<file path="config.mk">
export PLATFORM = sky130hd
export DESIGN_NAME = hazard_ctrl_flat
export DESIGN_NICKNAME = d
export VERILOG_FILES = /design/src/rtl/hazard_ctrl_if.sv /design/src/rtl/hazard_ctrl.sv /design/src/flat_wrapper.sv
export SDC_FILE = /design/constraint.sdc
export NUM_CORES = 1
export LEC_CHECK = 0
export ABC_CLOCK_PERIOD_IN_PS = 4750
export BUFFER_PORTS_ARGS = -buffer_cell sky130_fd_sc_hd__buf_2
export CAP_MARGIN = 20
export CORE_UTILIZATION = 58
export DETAILED_ROUTE_END_ITERATION = 8
export PLACE_DENSITY = 0.84
export RECOVER_POWER = 50
export SLEW_MARGIN = 15
export SYNTH_ARGS = -nofsm -noshare
export SYNTH_HDL_FRONTEND = slang
export SYNTH_SLANG_ARGS = --single-unit
</file>
<file path="constraint.sdc">
create_clock -name clk -period 4.75 [get_ports clk]
set_clock_uncertainty 0.15 [all_clocks]
set_input_delay 0.475 -clock clk [delete_from_list [all_inputs] [get_ports clk]]
set_output_delay 0.475 -clock clk [all_outputs]
set_load 0.05 [all_outputs]
</file>
<file path="src/rtl/hazard_ctrl_if.sv">
// Hazard controller bus: ID-stage instruction info and branch resolve in,
// stall/flush/forwarding selects and performance counters out.
interface hazard_ctrl_if #(
  parameter int REG_ADDR_W    = 5,
  parameter int FWD_DEPTH     = 2,
  parameter int RESOLVE_STAGE = 3,
  parameter int CNT_W         = 32
);
  localparam int SEL_W = $clog2(FWD_DEPTH + 1);

  logic                     enable;
  logic                     id_valid;
  logic [REG_ADDR_W-1:0]    id_rs;
  logic [REG_ADDR_W-1:0]    id_rt;
  logic                     id_uses_rs;
  logic                     id_uses_rt;
  logic                     id_wr_en;
  logic [REG_ADDR_W-1:0]    id_wr_addr;
  logic                     id_is_load;
  logic                     br_taken;
  logic                     stall;
  logic [RESOLVE_STAGE-1:0] flush;
  logic [SEL_W-1:0]         fwd_sel_a;
  logic [SEL_W-1:0]         fwd_sel_b;
  logic [CNT_W-1:0]         stall_cnt;
  logic [CNT_W-1:0]         flush_cnt;

  modport master (
    output enable, id_valid, id_rs, id_rt, id_uses_rs, id_uses_rt,
           id_wr_en, id_wr_addr, id_is_load, br_taken,
    input  stall, flush, fwd_sel_a, fwd_sel_b, stall_cnt, flush_cnt
  );

  modport slave (
    input  enable, id_valid, id_rs, id_rt, id_uses_rs, id_uses_rt,
           id_wr_en, id_wr_addr, id_is_load, br_taken,
    output stall, flush, fwd_sel_a, fwd_sel_b, stall_cnt, flush_cnt
  );
endinterface

</file>
<file path="src/rtl/hazard_ctrl.sv">
// 5-stage pipeline hazard controller: in-flight destination scoreboard,
// registered EXE forwarding selects, load-use stall, branch flush, counters.
module hazard_fwd_pick #(
  parameter int FWD_DEPTH = 2,
  parameter int SEL_W     = 2
) (
  input  logic [FWD_DEPTH-1:0] hit,
  input  logic                 used,
  output logic [SEL_W-1:0]     sel
);
  // Scan from farthest to nearest so the nearest producer is assigned last.
  always_comb begin
    sel = '0;
    for (int k = FWD_DEPTH; k >= 1; k--)
      if (used && hit[k-1]) sel = SEL_W'(k);
  end
endmodule

module hazard_ctrl #(
  parameter int REG_ADDR_W    = 5,
  parameter int FWD_DEPTH     = 2,
  parameter int RESOLVE_STAGE = 3,
  parameter int CNT_W         = 32
) (
  input  logic         clk,
  input  logic         arst_n,
  hazard_ctrl_if.slave bus
);
  localparam int SEL_W  = $clog2(FWD_DEPTH + 1);
  localparam int KILL_N = (RESOLVE_STAGE - 1 < FWD_DEPTH) ? RESOLVE_STAGE - 1 : FWD_DEPTH;
  localparam bit LATE_RESOLVE = (RESOLVE_STAGE >= 2);

  typedef struct packed {
    logic                  valid;
    logic                  wr_en;
    logic [REG_ADDR_W-1:0] wr_addr;
    logic                  is_load;
  } sb_entry_t;

  sb_entry_t [FWD_DEPTH-1:0] sb, sb_nxt;

  logic [1:0][REG_ADDR_W-1:0] src;
  logic [1:0]                 src_used;
  logic [1:0][FWD_DEPTH-1:0]  hit;
  logic [1:0][SEL_W-1:0]      sel;
  logic [SEL_W-1:0]           fwd_a_q, fwd_b_q;
  logic [CNT_W-1:0]           stall_cnt_q, flush_cnt_q;
  logic                       stall_raw, stall, br_eff, bubble0;

  assign src      = {bus.id_rt, bus.id_rs};
  assign src_used = {bus.id_uses_rt, bus.id_uses_rs};

  for (genvar op = 0; op < 2; op++) begin : g_op
    for (genvar i = 0; i < FWD_DEPTH; i++) begin : g_hit
      assign hit[op][i] = sb[i].valid & sb[i].wr_en &
                          (sb[i].wr_addr == src[op]) & (src[op] != '0);
    end
    hazard_fwd_pick #(.FWD_DEPTH(FWD_DEPTH), .SEL_W(SEL_W)) u_pick (
      .hit  (hit[op]),
      .used (src_used[op]),
      .sel  (sel[op])
    );
  end

  assign stall_raw = bus.id_valid & sb[0].is_load &
                     ((hit[0][0] & src_used[0]) | (hit[1][0] & src_used[1]));

  // Resolving in ID: the stalled branch re-presents itself, so the stall wins.
  always_comb begin
    if (LATE_RESOLVE) begin
      br_eff = bus.br_taken;
      stall  = stall_raw & ~bus.br_taken;
    end else begin
      br_eff = bus.br_taken & ~stall_raw;
      stall  = stall_raw;
    end
  end

  assign bubble0 = stall | (br_eff & LATE_RESOLVE) | ~bus.id_valid;

  always_comb begin
    sb_nxt = sb;
    for (int i = 1; i < FWD_DEPTH; i++) sb_nxt[i] = sb[i-1];
    if (bubble0) sb_nxt[0] = '0;
    else         sb_nxt[0] = {1'b1, bus.id_wr_en, bus.id_wr_addr, bus.id_is_load};
    if (br_eff)
      for (int i = 0; i < KILL_N; i++) sb_nxt[i] = '0;
  end

  always_ff @(posedge clk or negedge arst_n) begin
    if (!arst_n) begin
      sb          <= '0;
      fwd_a_q     <= '0;
      fwd_b_q     <= '0;
      stall_cnt_q <= '0;
      flush_cnt_q <= '0;
    end else if (bus.enable) begin
      sb      <= sb_nxt;
      fwd_a_q <= bubble0 ? '0 : sel[0];
      fwd_b_q <= bubble0 ? '0 : sel[1];
      if (stall && !(&stall_cnt_q)) stall_cnt_q <= stall_cnt_q + 1'b1;
      if (br_eff && !(&flush_cnt_q)) flush_cnt_q <= flush_cnt_q + 1'b1;
    end
  end

  assign bus.stall     = stall;
  assign bus.flush     = {RESOLVE_STAGE{br_eff}};
  assign bus.fwd_sel_a = fwd_a_q;
  assign bus.fwd_sel_b = fwd_b_q;
  assign bus.stall_cnt = stall_cnt_q;
  assign bus.flush_cnt = flush_cnt_q;
endmodule
</file>
<file path="src/flat_wrapper.sv">
// flat-port wrapper written by rule: the top's interface ports become plain ports
module hazard_ctrl_flat 
#(
  parameter int REG_ADDR_W    = 5,
  parameter int FWD_DEPTH     = 2,
  parameter int RESOLVE_STAGE = 3,
  parameter int CNT_W         = 32
)
  (clk, arst_n, bus_enable, bus_id_valid, bus_id_rs, bus_id_rt, bus_id_uses_rs, bus_id_uses_rt, bus_id_wr_en, bus_id_wr_addr, bus_id_is_load, bus_br_taken, bus_stall, bus_flush, bus_fwd_sel_a, bus_fwd_sel_b, bus_stall_cnt, bus_flush_cnt);
  hazard_ctrl_if #(.REG_ADDR_W(REG_ADDR_W), .FWD_DEPTH(FWD_DEPTH), .RESOLVE_STAGE(RESOLVE_STAGE), .CNT_W(CNT_W)) bus_i ();
  input  logic clk;
  input  logic arst_n;
  input wire logic [$bits(bus_i.enable)-1:0] bus_enable;
  input wire logic [$bits(bus_i.id_valid)-1:0] bus_id_valid;
  input wire logic [$bits(bus_i.id_rs)-1:0] bus_id_rs;
  input wire logic [$bits(bus_i.id_rt)-1:0] bus_id_rt;
  input wire logic [$bits(bus_i.id_uses_rs)-1:0] bus_id_uses_rs;
  input wire logic [$bits(bus_i.id_uses_rt)-1:0] bus_id_uses_rt;
  input wire logic [$bits(bus_i.id_wr_en)-1:0] bus_id_wr_en;
  input wire logic [$bits(bus_i.id_wr_addr)-1:0] bus_id_wr_addr;
  input wire logic [$bits(bus_i.id_is_load)-1:0] bus_id_is_load;
  input wire logic [$bits(bus_i.br_taken)-1:0] bus_br_taken;
  output wire logic [$bits(bus_i.stall)-1:0] bus_stall;
  output wire logic [$bits(bus_i.flush)-1:0] bus_flush;
  output wire logic [$bits(bus_i.fwd_sel_a)-1:0] bus_fwd_sel_a;
  output wire logic [$bits(bus_i.fwd_sel_b)-1:0] bus_fwd_sel_b;
  output wire logic [$bits(bus_i.stall_cnt)-1:0] bus_stall_cnt;
  output wire logic [$bits(bus_i.flush_cnt)-1:0] bus_flush_cnt;
  assign bus_i.enable = bus_enable;
  assign bus_i.id_valid = bus_id_valid;
  assign bus_i.id_rs = bus_id_rs;
  assign bus_i.id_rt = bus_id_rt;
  assign bus_i.id_uses_rs = bus_id_uses_rs;
  assign bus_i.id_uses_rt = bus_id_uses_rt;
  assign bus_i.id_wr_en = bus_id_wr_en;
  assign bus_i.id_wr_addr = bus_id_wr_addr;
  assign bus_i.id_is_load = bus_id_is_load;
  assign bus_i.br_taken = bus_br_taken;
  assign bus_stall = bus_i.stall;
  assign bus_flush = bus_i.flush;
  assign bus_fwd_sel_a = bus_i.fwd_sel_a;
  assign bus_fwd_sel_b = bus_i.fwd_sel_b;
  assign bus_stall_cnt = bus_i.stall_cnt;
  assign bus_flush_cnt = bus_i.flush_cnt;
  hazard_ctrl #(.REG_ADDR_W(REG_ADDR_W), .FWD_DEPTH(FWD_DEPTH), .RESOLVE_STAGE(RESOLVE_STAGE), .CNT_W(CNT_W)) u_core (.clk(clk), .arst_n(arst_n), .bus(bus_i));
endmodule
</file>
# == Word level (Yosys, flattened, before mapping) ==
# Cells that the tools add are included.
# word_totals
register_bits,83
input_bits,24
wordCells,59
output_inout_bits,72
# op_classes
n_bitwise,20
reduce_logical,14
n_eq_ne,4
n_mux,8
n_addsub,2
# ops
operator,n
"adder 32 x 1 -> 32 bit, second input constant",2
AND reduction 32 bit,2
equality test 5 bit,4
two-way mux 16 bit,1
bitwise AND 1 bit,15
two-way mux 2 bit,6
nonzero test 5 bit,2
two-way mux 8 bit,1
logical AND 1 bit,6
AND reduction 2 bit,2
bitwise OR 1 bit,3
logical NOT 1 bit,2
NOT 1 bit,2

# == Logic depth before layout (Yosys ltp) ==
# logic_depth
depth_word,11
mapped_depth,9
depth_no_buf,7

# == Cells and area by module ==
# Synthesis repeated with hierarchy kept, for this count alone.
# hier_totals
cells_unflattened,386
hier_area_um2,4119.0
# modules_own_cells
mod,area_per_inst_um2,seq_area_each_um2,cells_per_inst,instances
hazard_ctrl,4086.4,2077.0,382,1
hazard_fwd_pick,16.3,0.0,2,2

# == Worst setup path before layout ==
# No wires, ideal clock.
# synth_timing
path_kind,input -> output
startpoint,input bus_id_rt[1]
endpoint,output bus_stall
t_required_ns,4.125
n_path_buf,0
slack_ns,1.739
arrival_time_ns,2.386
stages,5
path_cell_list,xnor2_1 nand4_1 nor3_1 o21ai_1 nor3b_1
# synth_between
elab_chain_len,7
elab_cells_between_ends,8
classes_between,eq/ne: 1; bitwise: 6; reduce/logical: 1
# synth_rtl
element,line_no,text
from (decl),flat_wrapper.sv:16,input wire logic [$bits(bus_i.id_rt)-1:0] bus_id_rt;
equality test 5 bit,hazard_ctrl.sv:56,(sb[i].wr_addr == src[op]) & (src[op] != '0);
bitwise AND 1 bit,hazard_ctrl.sv:55,assign hit[op][i] = sb[i].valid & sb[i].wr_en &
bitwise AND 1 bit *,hazard_ctrl.sv:56,
bitwise AND 1 bit *,hazard_ctrl.sv:66,((hit[0][0] & src_used[0]) | (hit[1][0] & src_used[1]));
bitwise OR 1 bit *,hazard_ctrl.sv:66,
bitwise AND 1 bit *,hazard_ctrl.sv:65,assign stall_raw = bus.id_valid & sb[0].is_load &
bitwise AND 1 bit *,hazard_ctrl.sv:72,stall = stall_raw & ~bus.br_taken;
to (decl),flat_wrapper.sv:23,output wire logic [$bits(bus_i.stall)-1:0] bus_stall;
# Every way passes the cells marked *; elsewhere a longest branch is shown, timed or not.

# == Worst setup path in the final report ==
# layout_timing
startpoint,register u_core.sb[2] (netlist name)
endpoint,output bus_stall
# layout_between
elab_chain_len,7
elab_cells_between_ends,11
classes_between,eq/ne: 2; bitwise: 9
# layout_rtl
element,line_no,text
from (decl),hazard_ctrl.sv:40,"sb_entry_t [FWD_DEPTH-1:0] sb, sb_nxt;"
from (signal assigned),hazard_ctrl.sv:98,sb <= sb_nxt;
equality test 5 bit,hazard_ctrl.sv:56,
bitwise AND 1 bit,hazard_ctrl.sv:55,
bitwise AND 1 bit,hazard_ctrl.sv:56,
bitwise AND 1 bit,hazard_ctrl.sv:66,
bitwise OR 1 bit *,hazard_ctrl.sv:66,
bitwise AND 1 bit *,hazard_ctrl.sv:65,
bitwise AND 1 bit *,hazard_ctrl.sv:72,
# Marked as above.

==> impl_summary.txt <==
----------------------------------------------------
[Clock network]
  Clock input transition at the sequential cells of the worst setup and hold paths ... 0.09 ns
  CTS tree ... built
  Number of cells upsized or downsized after cts ... 0
  Number of sinks handled by clock tree synthesis ... 83
  Number of buffers inserted by hold repair at cts ... 0
  Worst-Skew Late Latency ... 0.35 ns
  Post-CTS Setup Bufs ... 0
  CTS HTree Levels ... 3
  Buffer type at the clock tree root ... sky130_fd_sc_hd__clkbuf_8
  Maximum number of buffers from clock root to sink ... 2
  TritonCTS buffer count ... 9

[Place]
  Total of buffers placed on input and output ports ... 95
  Minimum setup slack after placement ... 1.64 ns
  Final weighted congestion in routability-driven placement ... 0.831
  Sum of net half-perimeters after detailed placement ... 5.93 mm

[Floorplan]
  Placeable core region ... 6760 um2
  Die outline area ... 7290 um2
  Starting density of the core ... 59.7%
  Io pins ... 96
  Chip Width ... ~85 um
  Die Y-Extent ... 85.4 um
  Row count ... 30

[Worst setup path]
  Slowest stage delay, CP ... about 0.48 ns
  Buffer and inverter count on the worst path ... 1
  Data required time of the worst path ... around 4.1 ns
  Worst setup EP type ... output pin
  Crit path kind ... reg2out
  Element type at the critical path start ... register
  CP max FO ... 5
  Crit path DAT ... 2.35 ns
  Cell type group with the largest total delay on the critical path ... simple AND/OR/NAND/NOR gates
  Critical Path, Cell by Cell ... xnor2_1 -> nand4_1 -> nor3_1 -> o21ai_1 -> nor3b_1 -> buf_2
  Worst path slowest cell ... sky130_fd_sc_hd__nor3_1

[Route]
  DRC violations left ... 0
  Total iterations of the first detailed-routing run ... 4
  First DRT Iteration DRCs ... 174
  ANT nets after route ... 0
  Overall via count from detail_route ... 3157
  Average wire per standard cell ... 15.1 um
  Average via count per standard cell ... between 5 and 6
  Final WL ... 8.51 mm

[Power]
  Power Internal ... 1.07 mW
  Switching Power ... 436 uW
  Sequential Power Share ... 51.2%
  Largest voltage drop on the vdd net ... 0.339 mV
  Standby leakage power ... 2.39 nW
  Fraction of power spent switching nets ... 28.9%
  Combinational share of power ... 14.2%
  Clk network pwr share ... 34.7%
  Power per unit of standard cell area ... about 320 nW/um2

[Logic synthesis]
  Post-synth EDFFs ... 0
  Top cell type's share of synthesized area ... 51.5%
  Number of warnings issued by yosys ... 0
  Biggest area consumer among synthesized cells ... sky130_fd_sc_hd__dfrtp_1
  Synth area leaders ... sky130_fd_sc_hd__dfrtp_1, sky130_fd_sc_hd__xor2_1, sky130_fd_sc_hd__xnor2_1
  Syn Inst Count ... 382
  Post-synth ARST share ... 100%
  Syn_nets ... between 400 and 500
  Sequential fraction of the synthesis area ... 51.5%
  Post-synth top flop ... sky130_fd_sc_hd__dfrtp_1
  Cell variety after synth ... 34
  Total of flip-flops plus latches after synthesis ... between 80 and 90
  Combined area of all synthesized cells ... between 4000 and 5000 um2
  Syn Area/Cell ... ~11 um2

[Timing]
  Aggregate negative setup slack ... 0 ns
  Number of hold-slack violations in the final timing report ... 0
  Maximum operating frequency ... between 300 and 400 MHz
  RSZ-0062 raised after global routing ... false
  Count of final max-slew check failures ... 38
  Fin crit period ... just under 3 ns
  Worst Tran Pin Value ... 2.13 ns
  Worst hold slack across all endpoints ... 0.203 ns
  Normalized max-slew margin ... -41.9%
  Number of endpoints failing setup at the final stage ... 0
  Share of the clock period used by the worst path after layout ... 62.5%
  Worst setup margin ... 1.78 ns

[Global route]
  Wire length of the first global-routing pass ... 13.9 mm
  Number of antenna violations at the first check in global routing ... 0
  Total global-route track usage ... between 20% and 30%
  Largest net degree at the start of global routing ... 84
  Number of global-route vias before repair ... 2904
  Gr ovfl total ... 0

[Cells and area]
  Fillers ... 557
  Final core utilization ... 70.4%
  Synthesis-to-finish area growth ... 18.0%
  Final-stage net count ... 506
  Antenna Cells ... 0
  Share of cells above drive strength 1 ... 17.7%

[Run status]
  Run status ... complete, but fails checks
  Violations in the final reports ... capacitance limit, slew limit

[Job]
  Max-cap violation count ... 1

[Hold path]
  Min-delay worst type ... in2reg

----------------------------------------------------
-- synthesized netlist by cell type (2+ instances only) --
cell and instances:
sky130_fd_sc_hd__nand3_1 20, sky130_fd_sc_hd__buf_4 5, sky130_fd_sc_hd__nor2_1 22, sky130_fd_sc_hd__nor4_1 11, sky130_fd_sc_hd__buf_6 2, sky130_fd_sc_hd__a21o_1 2
sky130_fd_sc_hd__or4_1 3, sky130_fd_sc_hd__ha_1 2, sky130_fd_sc_hd__and4_1 9, sky130_fd_sc_hd__xnor2_1 33, sky130_fd_sc_hd__nand4_1 14, sky130_fd_sc_hd__xor2_1 49
sky130_fd_sc_hd__nand3b_1 7, sky130_fd_sc_hd__dfrtp_1 83, sky130_fd_sc_hd__clkbuf_1 3, sky130_fd_sc_hd__inv_1 14, sky130_fd_sc_hd__a22o_1 9, sky130_fd_sc_hd__o21ai_0 9
sky130_fd_sc_hd__nor3_1 21, sky130_fd_sc_hd__a32o_1 2, sky130_fd_sc_hd__nand4b_1 2, sky130_fd_sc_hd__mux2_2 2, sky130_fd_sc_hd__and2_1 3, sky130_fd_sc_hd__nor3b_1 3
sky130_fd_sc_hd__and3_1 9, sky130_fd_sc_hd__nand2_1 35
-- through the flow --
step                      cells  power, mW  area [um2]
after floorplan             382      0.934        4030
final                       565       1.51        4760
after CTS                   563       1.52        4760
after global placement      546      0.996        4540
after detailed placement    547       1.00        4560
after global routing        565       1.57        4760
-- state kept, by name (all words and copies together), names as in the netlist --
register and count:
u_core.bus.flush_cnt 32, u_core.bus.stall_cnt 32, u_core.sb 15, u_core.bus.fwd_sel_a 2, u_core.bus.fwd_sel_b 2
-- power by group through the flow --
stage | Sequential, mW | Clock, mW | Combinational, mW
5_1_grt | 0.778 | 0.559 | 0.232
6_report | 0.772 | 0.523 | 0.214
2_1_floorplan | 0.864 | 0 | 0.0698
3_5_place_dp | 0.785 | 0 | 0.216
3_3_place_gp | 0.784 | 0 | 0.213
4_1_cts | 0.772 | 0.532 | 0.217
-- routing by layer --
layer | global-route usage [%] | share of wire (%) | wire, um
met5 | 0 | 0 | 0
met3 | 3.89 | 4.2 | 355
met2 | 37.5 | 47 | 4010
met1 | 35.0 | 46 | 3960
met4 | 10.6 | 2.2 | 184
-- path summary, 6_finish.rpt --
path	start	endpoint	slack [ns]	depth (start not counted)
max	u_core.sb[2]	bus_stall	1.78	6
min	bus_id_wr_addr[1]	u_core.sb[2]	0.20	2
max reg2reg	u_core.sb[3]	u_core.bus.stall_cnt[25]	1.98	7
min reg2reg	u_core.bus.stall_cnt[20]	u_core.bus.stall_cnt[20]	0.34	1
max in group asynchronous	arst_n	u_core.sb[5]	2.09	2
min in group asynchronous	arst_n	u_core.bus.fwd_sel_a[0]	1.12	2
-- worst reg2reg max path, stage by stage (launching register included) --
cell,delay (ns)
sky130_fd_sc_hd__dfrtp_1,0.45
sky130_fd_sc_hd__xnor2_1,0.22
sky130_fd_sc_hd__nand4_1,0.12
sky130_fd_sc_hd__nor3_1,0.43
sky130_fd_sc_hd__o2111ai_2,0.48
sky130_fd_sc_hd__buf_8,0.32
sky130_fd_sc_hd__nor4_1,0.33
sky130_fd_sc_hd__xor2_1,0.20
-- layout make-up --
cell class	instances	area, um2	area share (%)
sequential	83	2080	43.6
multi-input combinational	274	1830	38.5
timing repair buffer	98	490	10.3
clock buffer	13	159	3.34
tap	80	100	2.10
inverter	14	52.6	1.10
clock inverter	3	46.3	0.973
-- cells by family after synthesis --
family                   Yosys count  synth area share (%)
AND/OR/NAND/NOR                  162                  21.6
flip-flops                        83                  51.5
XOR/XNOR                          82                  17.8
AO/OA/AOI/OAI                     26                  4.78
buffers and inverters             25                  3.19
multiplexers                       2                 0.558
adder cells (fa/ha/maj)            2                 0.620
-- cell usage in the layout (no fill, tap or decap), types with 7 or more instances in the layout --
cell type	Yosys	layout
sky130_fd_sc_hd__nor2_1	22	22
sky130_fd_sc_hd__nor4_1	11	11
sky130_fd_sc_hd__clkbuf_1	3	32
sky130_fd_sc_hd__inv_1	14	14
sky130_fd_sc_hd__xor2_1	49	49
sky130_fd_sc_hd__o21ai_0	9	9
sky130_fd_sc_hd__nand3b_1	7	7
sky130_fd_sc_hd__nand4_1	14	14
sky130_fd_sc_hd__buf_2	1	65
sky130_fd_sc_hd__and3_1	9	9
sky130_fd_sc_hd__nor3_1	21	21
sky130_fd_sc_hd__and4_1	9	9
sky130_fd_sc_hd__xnor2_1	33	33
sky130_fd_sc_hd__nand3_1	20	20
sky130_fd_sc_hd__clkbuf_8	0	11
sky130_fd_sc_hd__dfrtp_1	83	83
sky130_fd_sc_hd__a22o_1	9	9
sky130_fd_sc_hd__nand2_1	35	35
(Power assumes the default switching activity.)
